### src/rtl/exec_ctrl_pkg.sv
// ---------------------------------------------------------------------------
// exec_ctrl_pkg
// Shared types and constants for the AES ASIP execution controller.
//   exec_state_t : FSM state encoding (OFF=0, RUN=1, HALT=2, STEP=3)
//   STEP_CNT_W   : width of the step-burst down-counter
// ---------------------------------------------------------------------------
package exec_ctrl_pkg;

  typedef enum logic [1:0] {
    OFF  = 2'd0,
    RUN  = 2'd1,
    HALT = 2'd2,
    STEP = 2'd3
  } exec_state_t;

  localparam int STEP_CNT_W = 8;

endpackage

### src/rtl/input_conditioner.sv
// ---------------------------------------------------------------------------
// input_conditioner
// Brings one raw asynchronous board input into the clk domain: 2-FF
// synchronizer, optional debouncer, and registered one-cycle rise/fall pulses.
//
// The debouncer is compiled only when EXEC_CTRL_DEBOUNCE_EN is defined, and
// then only in instances with DEBOUNCE=1. Otherwise the conditioned level is
// the synchronizer output.
//
// Ports:
//   clk     in  system clock
//   rst     in  synchronous active-high reset
//   raw_i   in  raw asynchronous input
//   level_o out conditioned (synchronized / debounced) level
//   rise_o  out one-cycle pulse, registered, on level_o 0->1
//   fall_o  out one-cycle pulse, registered, on level_o 1->0
// ---------------------------------------------------------------------------
module input_conditioner
  import exec_ctrl_pkg::*;
#(
  parameter bit          DEBOUNCE  = 1'b0,
  parameter int unsigned DB_CYCLES = 50000
) (
  input  logic clk,
  input  logic rst,
  input  logic raw_i,
  output logic level_o,
  output logic rise_o,
  output logic fall_o
);

  logic sync1_q;
  logic sync2_q;
  logic cond;
  logic prev_q;
  logic rise_q;
  logic fall_q;

  always_ff @(posedge clk) begin
    if (rst) begin
      sync1_q <= 1'b0;
      sync2_q <= 1'b0;
    end else begin
      sync1_q <= raw_i;
      sync2_q <= sync1_q;
    end
  end

`ifdef EXEC_CTRL_DEBOUNCE_EN
  if (DEBOUNCE) begin : g_db
    logic [31:0] db_cnt_q;
    logic [31:0] db_cnt_d;
    logic        db_q;
    logic        db_d;

    // The counter only runs while the synchronized level disagrees with the
    // accepted level; any return to agreement (a bounce) clears it.
    always_comb begin
      db_cnt_d = '0;
      db_d     = db_q;
      if (sync2_q != db_q) begin
        if (db_cnt_q == DB_CYCLES - 32'd1) begin
          db_d = sync2_q;
        end else begin
          db_cnt_d = db_cnt_q + 32'd1;
        end
      end
    end

    always_ff @(posedge clk) begin
      if (rst) begin
        db_cnt_q <= '0;
        db_q     <= 1'b0;
      end else begin
        db_cnt_q <= db_cnt_d;
        db_q     <= db_d;
      end
    end

    assign cond = db_q;
  end else begin : g_nodb
    assign cond = sync2_q;
  end
`else
  assign cond = sync2_q;
  logic unused_cfg;
  assign unused_cfg = DEBOUNCE ^ (DB_CYCLES == 0);
`endif

  // prev_q resets to 0, so an input already high at reset release yields a
  // rise pulse but never a spurious fall pulse.
  always_ff @(posedge clk) begin
    if (rst) begin
      prev_q <= 1'b0;
      rise_q <= 1'b0;
      fall_q <= 1'b0;
    end else begin
      prev_q <= cond;
      rise_q <= cond & ~prev_q;
      fall_q <= ~cond & prev_q;
    end
  end

  assign level_o = cond;
  assign rise_o  = rise_q;
  assign fall_o  = fall_q;

endmodule

### src/rtl/exec_controller.sv
// ---------------------------------------------------------------------------
// exec_controller
// Execution controller for the AES ASIP. Converts the raw pwr/dbg/stp board
// inputs into a registered clock-enable (cpu_en) for processor and memory:
// power-up start, free running, and debug halt with button stepping.
//
// Build option: define EXEC_CTRL_DEBOUNCE_EN to debounce the stp button over
// DB_CYCLES clocks; undefined, stp is only synchronized.
//
// Ports:
//   clk         in  system clock
//   rst         in  synchronous active-high reset
//   pwr         in  raw power switch; its first falling edge starts execution
//   dbg         in  raw debug-mode switch (1 = halt / step mode)
//   stp         in  raw step button, active-high
//   cpu_en      out registered enable to processor and memory
//   halted      out high while in HALT
//   state       out current FSM state (exec_state_t encoding)
//   cycle_count out number of cpu_en=1 cycles since reset, wraps mod 2^N
// ---------------------------------------------------------------------------
module exec_controller
  import exec_ctrl_pkg::*;
#(
  parameter int          N           = 32,
  parameter int unsigned DB_CYCLES   = 50000,
  parameter int unsigned STEP_CYCLES = 1
) (
  input  logic         clk,
  input  logic         rst,
  input  logic         pwr,
  input  logic         dbg,
  input  logic         stp,
  output logic         cpu_en,
  output logic         halted,
  output logic [1:0]   state,
  output logic [N-1:0] cycle_count
);

  logic pwr_fall;
  logic dbg_s;
  logic step_req;
  logic unused_pwr_level;
  logic unused_pwr_rise;
  logic unused_dbg_rise;
  logic unused_dbg_fall;
  logic unused_stp_level;
  logic unused_stp_fall;

  input_conditioner #(.DEBOUNCE(1'b0), .DB_CYCLES(DB_CYCLES)) u_pwr (
    .clk     (clk),
    .rst     (rst),
    .raw_i   (pwr),
    .level_o (unused_pwr_level),
    .rise_o  (unused_pwr_rise),
    .fall_o  (pwr_fall)
  );

  input_conditioner #(.DEBOUNCE(1'b0), .DB_CYCLES(DB_CYCLES)) u_dbg (
    .clk     (clk),
    .rst     (rst),
    .raw_i   (dbg),
    .level_o (dbg_s),
    .rise_o  (unused_dbg_rise),
    .fall_o  (unused_dbg_fall)
  );

  input_conditioner #(.DEBOUNCE(1'b1), .DB_CYCLES(DB_CYCLES)) u_stp (
    .clk     (clk),
    .rst     (rst),
    .raw_i   (stp),
    .level_o (unused_stp_level),
    .rise_o  (step_req),
    .fall_o  (unused_stp_fall)
  );

  exec_state_t           state_q;
  exec_state_t           state_d;
  logic [STEP_CNT_W-1:0] step_cnt_q;
  logic [STEP_CNT_W-1:0] step_cnt_d;
  logic                  cpu_en_q;
  logic                  halted_q;
  logic [N-1:0]          cycle_count_q;

  // step_req is only acted on in HALT; pulses in RUN/STEP fall through and
  // are lost. In HALT a low dbg_s is checked first so leaving debug mode wins
  // over a coincident step press.
  always_comb begin
    state_d    = state_q;
    step_cnt_d = step_cnt_q;
    case (state_q)
      OFF: begin
        if (pwr_fall) state_d = dbg_s ? HALT : RUN;
      end
      RUN: begin
        if (dbg_s) state_d = HALT;
      end
      HALT: begin
        if (!dbg_s) begin
          state_d = RUN;
        end else if (step_req) begin
          step_cnt_d = STEP_CNT_W'(STEP_CYCLES);
          state_d    = STEP;
        end
      end
      STEP: begin
        // dbg_s is only consulted on the last burst cycle, so a step is
        // never cut short.
        step_cnt_d = step_cnt_q - STEP_CNT_W'(1);
        if (step_cnt_q == STEP_CNT_W'(1)) state_d = dbg_s ? HALT : RUN;
      end
      default: state_d = OFF;
    endcase
  end

  // Outputs are registered from the next state so they change on the same
  // edge as the state register.
  always_ff @(posedge clk) begin
    if (rst) begin
      state_q       <= OFF;
      step_cnt_q    <= '0;
      cpu_en_q      <= 1'b0;
      halted_q      <= 1'b0;
      cycle_count_q <= '0;
    end else begin
      state_q       <= state_d;
      step_cnt_q    <= step_cnt_d;
      cpu_en_q      <= (state_d == RUN) || (state_d == STEP);
      halted_q      <= (state_d == HALT);
      cycle_count_q <= cycle_count_q + N'(cpu_en_q);
    end
  end

  assign cpu_en      = cpu_en_q;
  assign halted      = halted_q;
  assign state       = state_q;
  assign cycle_count = cycle_count_q;

endmodule
### config.mk
export PLATFORM = sky130hd
export DESIGN_NAME = exec_controller
export DESIGN_NICKNAME = d
export VERILOG_FILES = /design/src/rtl/exec_ctrl_pkg.sv /design/src/rtl/input_conditioner.sv /design/src/rtl/exec_controller.sv
export SDC_FILE = /design/constraint.sdc
export NUM_CORES = 1
export LEC_CHECK = 0
export ABC_AREA = 1
export BUFFER_PORTS_ARGS = -buffer_cell sky130_fd_sc_hd__buf_2
export CAP_MARGIN = 20
export CORE_AREA = 2 2 85 87
export CTS_BUF_LIST = sky130_fd_sc_hd__clkbuf_4 sky130_fd_sc_hd__clkbuf_8 sky130_fd_sc_hd__clkbuf_16
export DETAILED_ROUTE_END_ITERATION = 10
export DIE_AREA = 0 0 87 89
export RECOVER_POWER = 50
export SYNTH_ARGS = -nofsm -noshare
export SYNTH_HDL_FRONTEND = slang
export SYNTH_HIERARCHICAL = 1
export SYNTH_SLANG_ARGS = --single-unit
### constraint.sdc
create_clock -name clk -period 2.05 [get_ports clk]
set_input_delay 0.1025 -clock clk [delete_from_list [all_inputs] [get_ports clk]]
set_output_delay 0.1025 -clock clk [all_outputs]
set_load 0.005 [all_outputs]
==> reports/results.txt, run 1 <==
Status - finished clean
Die height - 89 um
Number of antenna violations at the first check in global routing - 0
TritonCTS clock tree - yes
Worst-path cell chain - clkbuf_1, clkbuf_1, clkinv_1, nand2_1, nor2_1
Sum of negative setup slack - 0 ns
Number of buffers and inverters on the critical path - 3
Worst r2r path cells - 9
Most repeated library cell on the critical path - clkbuf_1
Skew-Pair Late Insertion Delay - 0.32 ns
CP max stage cell - clkbuf_1
RSZ-0062 raised after global routing - false
Total track usage - 16.54%
Final slew viol count - 0
Worst-margin pin slew - 1.225 ns
Number of fill cells - 733
Number of global-route vias before repair - 2195
Cts-stage hold buffer count - 3
Floorplan core area - 6719 um2
Buffers added on ports - 40
Post-synthesis cell area - 2645 um2
Count of standard-cell rows - 30
Switching component of the power - 427.7 uW
Post-layout nets - 443
Post-route fraction of the period consumed by the critical path - 86.20%
Slowest stage delay, CP - 0.88 ns
Total count of hold-check failures in the final report - 0
Area growth, synth to finish - 14.90%
Maximum buffer depth of the clock tree - 2
Cell Area, Placed - 2933 um2
Kind of path behind the tightest hold check - register to register
Routability Congestion - 0.9160
Fraction of power consumed by sequential logic - 59.9%
Maxcap violations - 0
Share of power burned in combinational logic - 2.7%
Global-route wire length before repair - 10030 um
Per-cell via count in the routed design - 4.767
Master cell of the clock root buffer - clkbuf_8
Antenna cell count - 0
Placed cells - 504
Startpoint of the worst-slack reg-to-reg timing path - state[0]
Number of top-level design ports - 41
Floorplan die width - 87 um
Detailed-route DRC error count - 0
Hold Path Sink - u_stp/rise_o
Global route total overflow - 0
Total of endpoints with negative setup slack in the final report - 0
Placed wire-length estimate after detailed placement - 4593 um
Resize count post-CTS - 0
Biggest fanout along the worst timing path - 22
Number of clock sinks - 53
CP Class - input port to register
Remaining max-slew budget at the tightest pin - 18.31%
Layout cell share with drive strength beyond 1 - 16.55%
Endpoint of the most critical register-to-register path - cycle_count[26]
VDD IR-drop max - 269.2 uV
Util after Layout - 45.23%
Startpoint kind of the worst setup timing path - input port
Net Sw Frac - 24.58%
Largest net degree at the start of global routing - 23
Per-cell routed wire length - 11.74 um
Number of design-rule violations left by the first detailed-router iteration - 159
Number of warnings reported in the yosys synthesis log - 6
Starting utilization of the core area - 39.37%
DRT Wirelength - 6048 um
Combined area of the multi-input logic cells - 1351 um2
Vias - 2455
Clock Power Share - 37.5%
H-tree levels - 2
Detailed-routing iteration count for the pre-antenna-repair pass - 4
Crit path arrival time - 1.99 ns
Static Leak - 0.001177 uW
Cell family contributing the most delay on the critical path - buffers and inverters
Min-Delay Startpoint - u_stp/prev_q
Setup clock skew after layout - 0.007191 ns
Hold Path Stages - 1
Final instance area - 3039 um2
Time the worst path needs with I/O delays and setup - 1.767 ns
Number of cells produced by synthesis - 387
Average cell area after synthesis - 6.835 um2
Number of buffers inserted to repair setup after CTS - 0
Worst-case register-to-register setup slack - 0.32 ns
Residual antenna-violating net count after detailed routing - 0
Total power per unit cell area - 572.5 nW/um2
Combined flip-flop and latch cell area - 1061 um2
Clock buffer count from CTS - 5
Number of non-filler instances in the completed layout - 515
Internal power consumption - 1312 uW
Data required time of the critical path - 2.28 ns
Endpoint class of the critical path - register
Highest clock rate - 565.9 MHz
Total Die Area - 7743 um2
Total nets after synthesis - 396
CTS clock-pin slew for the worst setup and hold paths - 0.11 ns
==> stage by stage <==
stage | setup slack, ns | hold slack [ns] | total power [uW]
detailed placement | 0.3554 | 0.3093 | 1109
finish | 0.2829 | 0.3982 | 1740
floorplan | 0.4985 | 0.1737 | 1092
global placement | 0.4503 | 0.3017 | 1109
global route | 0.1138 | 0.4149 | 1814
CTS | 0.3316 | 0.2202 | 1772
==> layout make-up <==
cell class	instances	area share [%]
multi-input combinational	274	44.46
sequential	53	34.91
timing repair buffer	44	7.205
inverter	56	6.916
tap	80	3.294
clock buffer	5	2.264
clock inverter	3	0.9469
==> power groups by stage <==
stage	Sequential, uW	Clock, uW	Combinational (uW)
2_1_floorplan	1060	0	27.5
3_3_place_gp	1070	0	43.6
3_5_place_dp	1070	0	43.8
4_1_cts	1040	681	48.3
5_1_grt	1040	718	53.0
6_report	1040	652	46.4
==> how the worst max path moves through the flow <==
stage	depth (start not counted)	slack (ns)	to	startpoint
global route	5	0.11	u_stp/rise_o	rst
finish	5	0.28	u_stp/rise_o	rst
detailed placement	9	0.36	cycle_count[30]	state[0]
CTS	9	0.33	cycle_count[30]	state[0]
global placement	9	0.45	cycle_count[26]	state[0]
floorplan	9	0.50	cycle_count[26]	state[0]
==> placed cells by master, fill, tap and decap left out, drive strengths merged, types with 2 or more instances in the layout <==
cell type    instances
nor2                80
clkinv               2
dfxtp               53
dlygate4sd3          3
nand2              103
or2                  2
nor3                 6
o21ai               11
nand3b               3
ha                   4
nand4                2
o21a                 3
clkbuf              18
nand3               22
buf                 28
a21oi               35
inv                 57
==> sequential cells by signal, indices dropped and copies added (netlist names) <==
register and cells:
cycle_count 32, step_cnt_q 8, state 2, halted 1
u_dbg/level_o 1, u_dbg/sync1_q 1, u_pwr/fall_o 1, u_pwr/level_o 1
u_pwr/prev_q 1, u_pwr/sync1_q 1, u_stp/level_o 1, u_stp/prev_q 1
u_stp/rise_o 1, u_stp/sync1_q 1
==> layer usage <==
layer  part of all wire [%]  GRT usage (%)  vias up
li1                       -              -     1303
met1                     49          21.96     1103
met2                     45          26.72       42
met3                    4.0          2.955        7
met4                    2.0          6.676        0
met5                      0              0        -
(Power assumes the default switching activity.)
==> run 2: changes to the inputs <==
clock period = 1.9 ns   (was 2.05 ns; I/O delays follow)
==> reports/results.txt, run 2 (same netlist as run 1, synthesis figures left out) <==
Remaining max-slew budget at the tightest pin - 74.58%
Most common cell after layout, fill and taps aside - nand2_1
Data required time of the critical path - 2.15 ns
Power consumption - 1846 uW
Maxcap violations - 0
Global-route wire length before repair - 9742 um
Total Die Area - 7743 um2
Skew-Pair Late Insertion Delay - 0.31 ns
Vias - 2413
Number of clock sinks - 53
Number of buffers inserted to repair setup after CTS - 0
Number of global-route vias before repair - 2089
Number of non-filler instances in the completed layout - 516
Total count of hold-check failures in the final report - 0
CP Class - register to register
Die height - 89 um
Global route total overflow - 0
CTS clock-pin slew for the worst setup and hold paths - 0.10 ns
Sum of negative setup slack - 0 ns
Biggest fanout along the worst timing path - 8
TritonCTS clock tree - yes
RSZ-0062 raised after global routing - false
H-tree levels - 2
Final slew viol count - 0
Residual antenna-violating net count after detailed routing - 0
Per-cell routed wire length - 11.63 um
Resize count post-CTS - 0
Buffers added on ports - 40
Master cell of the clock root buffer - clkbuf_8
Total power per unit cell area - 604.5 nW/um2
Placed cells - 505
Status - finished clean
Layout cell share with drive strength beyond 1 - 18.12%
Detailed-routing iteration count for the pre-antenna-repair pass - 5
Post-route fraction of the period consumed by the critical path - 88.69%
Floorplan core area - 6719 um2
Static Leak - 0.001194 uW
Number of design-rule violations left by the first detailed-router iteration - 120
Post-route worst hold slack - 0.1407 ns
Number of antenna violations at the first check in global routing - 0
DRT Wirelength - 6001 um
Post-layout nets - 444
Placed wire-length estimate after detailed placement - 4647 um
Antenna cell count - 0
Detailed-route DRC error count - 0
Time the worst path needs with I/O delays and setup - 1.685 ns
VDD IR-drop max - 261.8 uV
Worst-margin pin slew - 0.3814 ns
Clock buffer count from CTS - 5
Max reg flops - 32
Startpoint kind of the worst setup timing path - register
Total of endpoints with negative setup slack in the final report - 0
Starting utilization of the core area - 39.37%
Per-cell via count in the routed design - 4.676
Worst-case register-to-register setup slack - 0.21 ns
Total track usage - 16.07%
Routability Congestion - 0.9327
Largest net degree at the start of global routing - 19
Number of top-level design ports - 41
Number of fill cells - 720
Maximum buffer depth of the clock tree - 2
Count of standard-cell rows - 30
Commonest cells after routing, fill and taps aside - nand2_1 (93), nor2_1 (62), dfxtp_1 (53), inv_1 (50), a21oi_1 (33)
Setup clock skew after layout - 0.006146 ns
Area growth, synth to finish - 15.42%
Crit path arrival time - 1.93 ns
Endpoint class of the critical path - register
Kind of path behind the tightest hold check - input port to register
Floorplan die width - 87 um
Highest clock rate - 593.4 MHz
## run 2: cell count changes in the layout (fill, tap and decap cells not counted), sizes merged
cell	previous run	this run
buf	28	34
clkbuf	18	13
clkinvlp	0	1
inv	57	56
## run 2: final cells by class
type	instances	area, um2	area share (%)
Inverter	56	210.2	6.885
Tap cell	80	100.1	3.279
Multi-Input combinational cell	274	1354	44.34
Timing Repair Buffer	45	234.0	7.664
Clock buffer	5	68.82	2.254
Clock inverter	3	25.02	0.8197
Sequential cell	53	1061	34.75
## run 2: layer usage
layer  wire length, um  vias up  global-route usage (%)
met3               237        6                   3.139
met1              2964     1055                   22.21
met5                 0        -                       0
met2              2715       50                   25.33
met4                83        0                   5.114
li1                  -     1302                       -
## run 2: repair_timing
item / in CTS / in global routing
hold endpoints to repair: 3 / 0
hold buffers: 3 / 0
setup endpoints to repair: 0 / 0
## run 2: final timing paths
kind                              startpoint  depth (start not counted)               to
worst max-delay path                state[0]                          8  cycle_count[30]
worst min register to register  u_stp/prev_q                          1     u_stp/rise_o
worst min-delay path                     rst                          4    step_cnt_q[6]
worst max register to register      state[0]                          8  cycle_count[30]
## run 2: power by group
group | internal (uW) | switching, uW | total, uW
sequential | 1120 | 4.61 | 1120
combinational | 19.6 | 33.6 | 53.2
clock | 267 | 402 | 668
## run 2: through the flow
step	util [%]	setup slack (ns)	cell area, um2
finish	45.44	0.2148	3053
global route	45.44	0.008624	3053
CTS	45.61	0.2048	3064
detailed placement	43.76	0.2347	2940
global placement	43.76	0.2897	2940
floorplan	-	0.3485	2645
## run 2: critical path, stage by stage (launching register included)
cell and delay [ns]:
dfxtp_1 0.45, ha_1 0.25, ha_1 0.20, nand2_2 0.10, nor2_8 0.16, nand2_2 0.11
nor2_4 0.13, nand3_1 0.08, a21oi_1 0.14
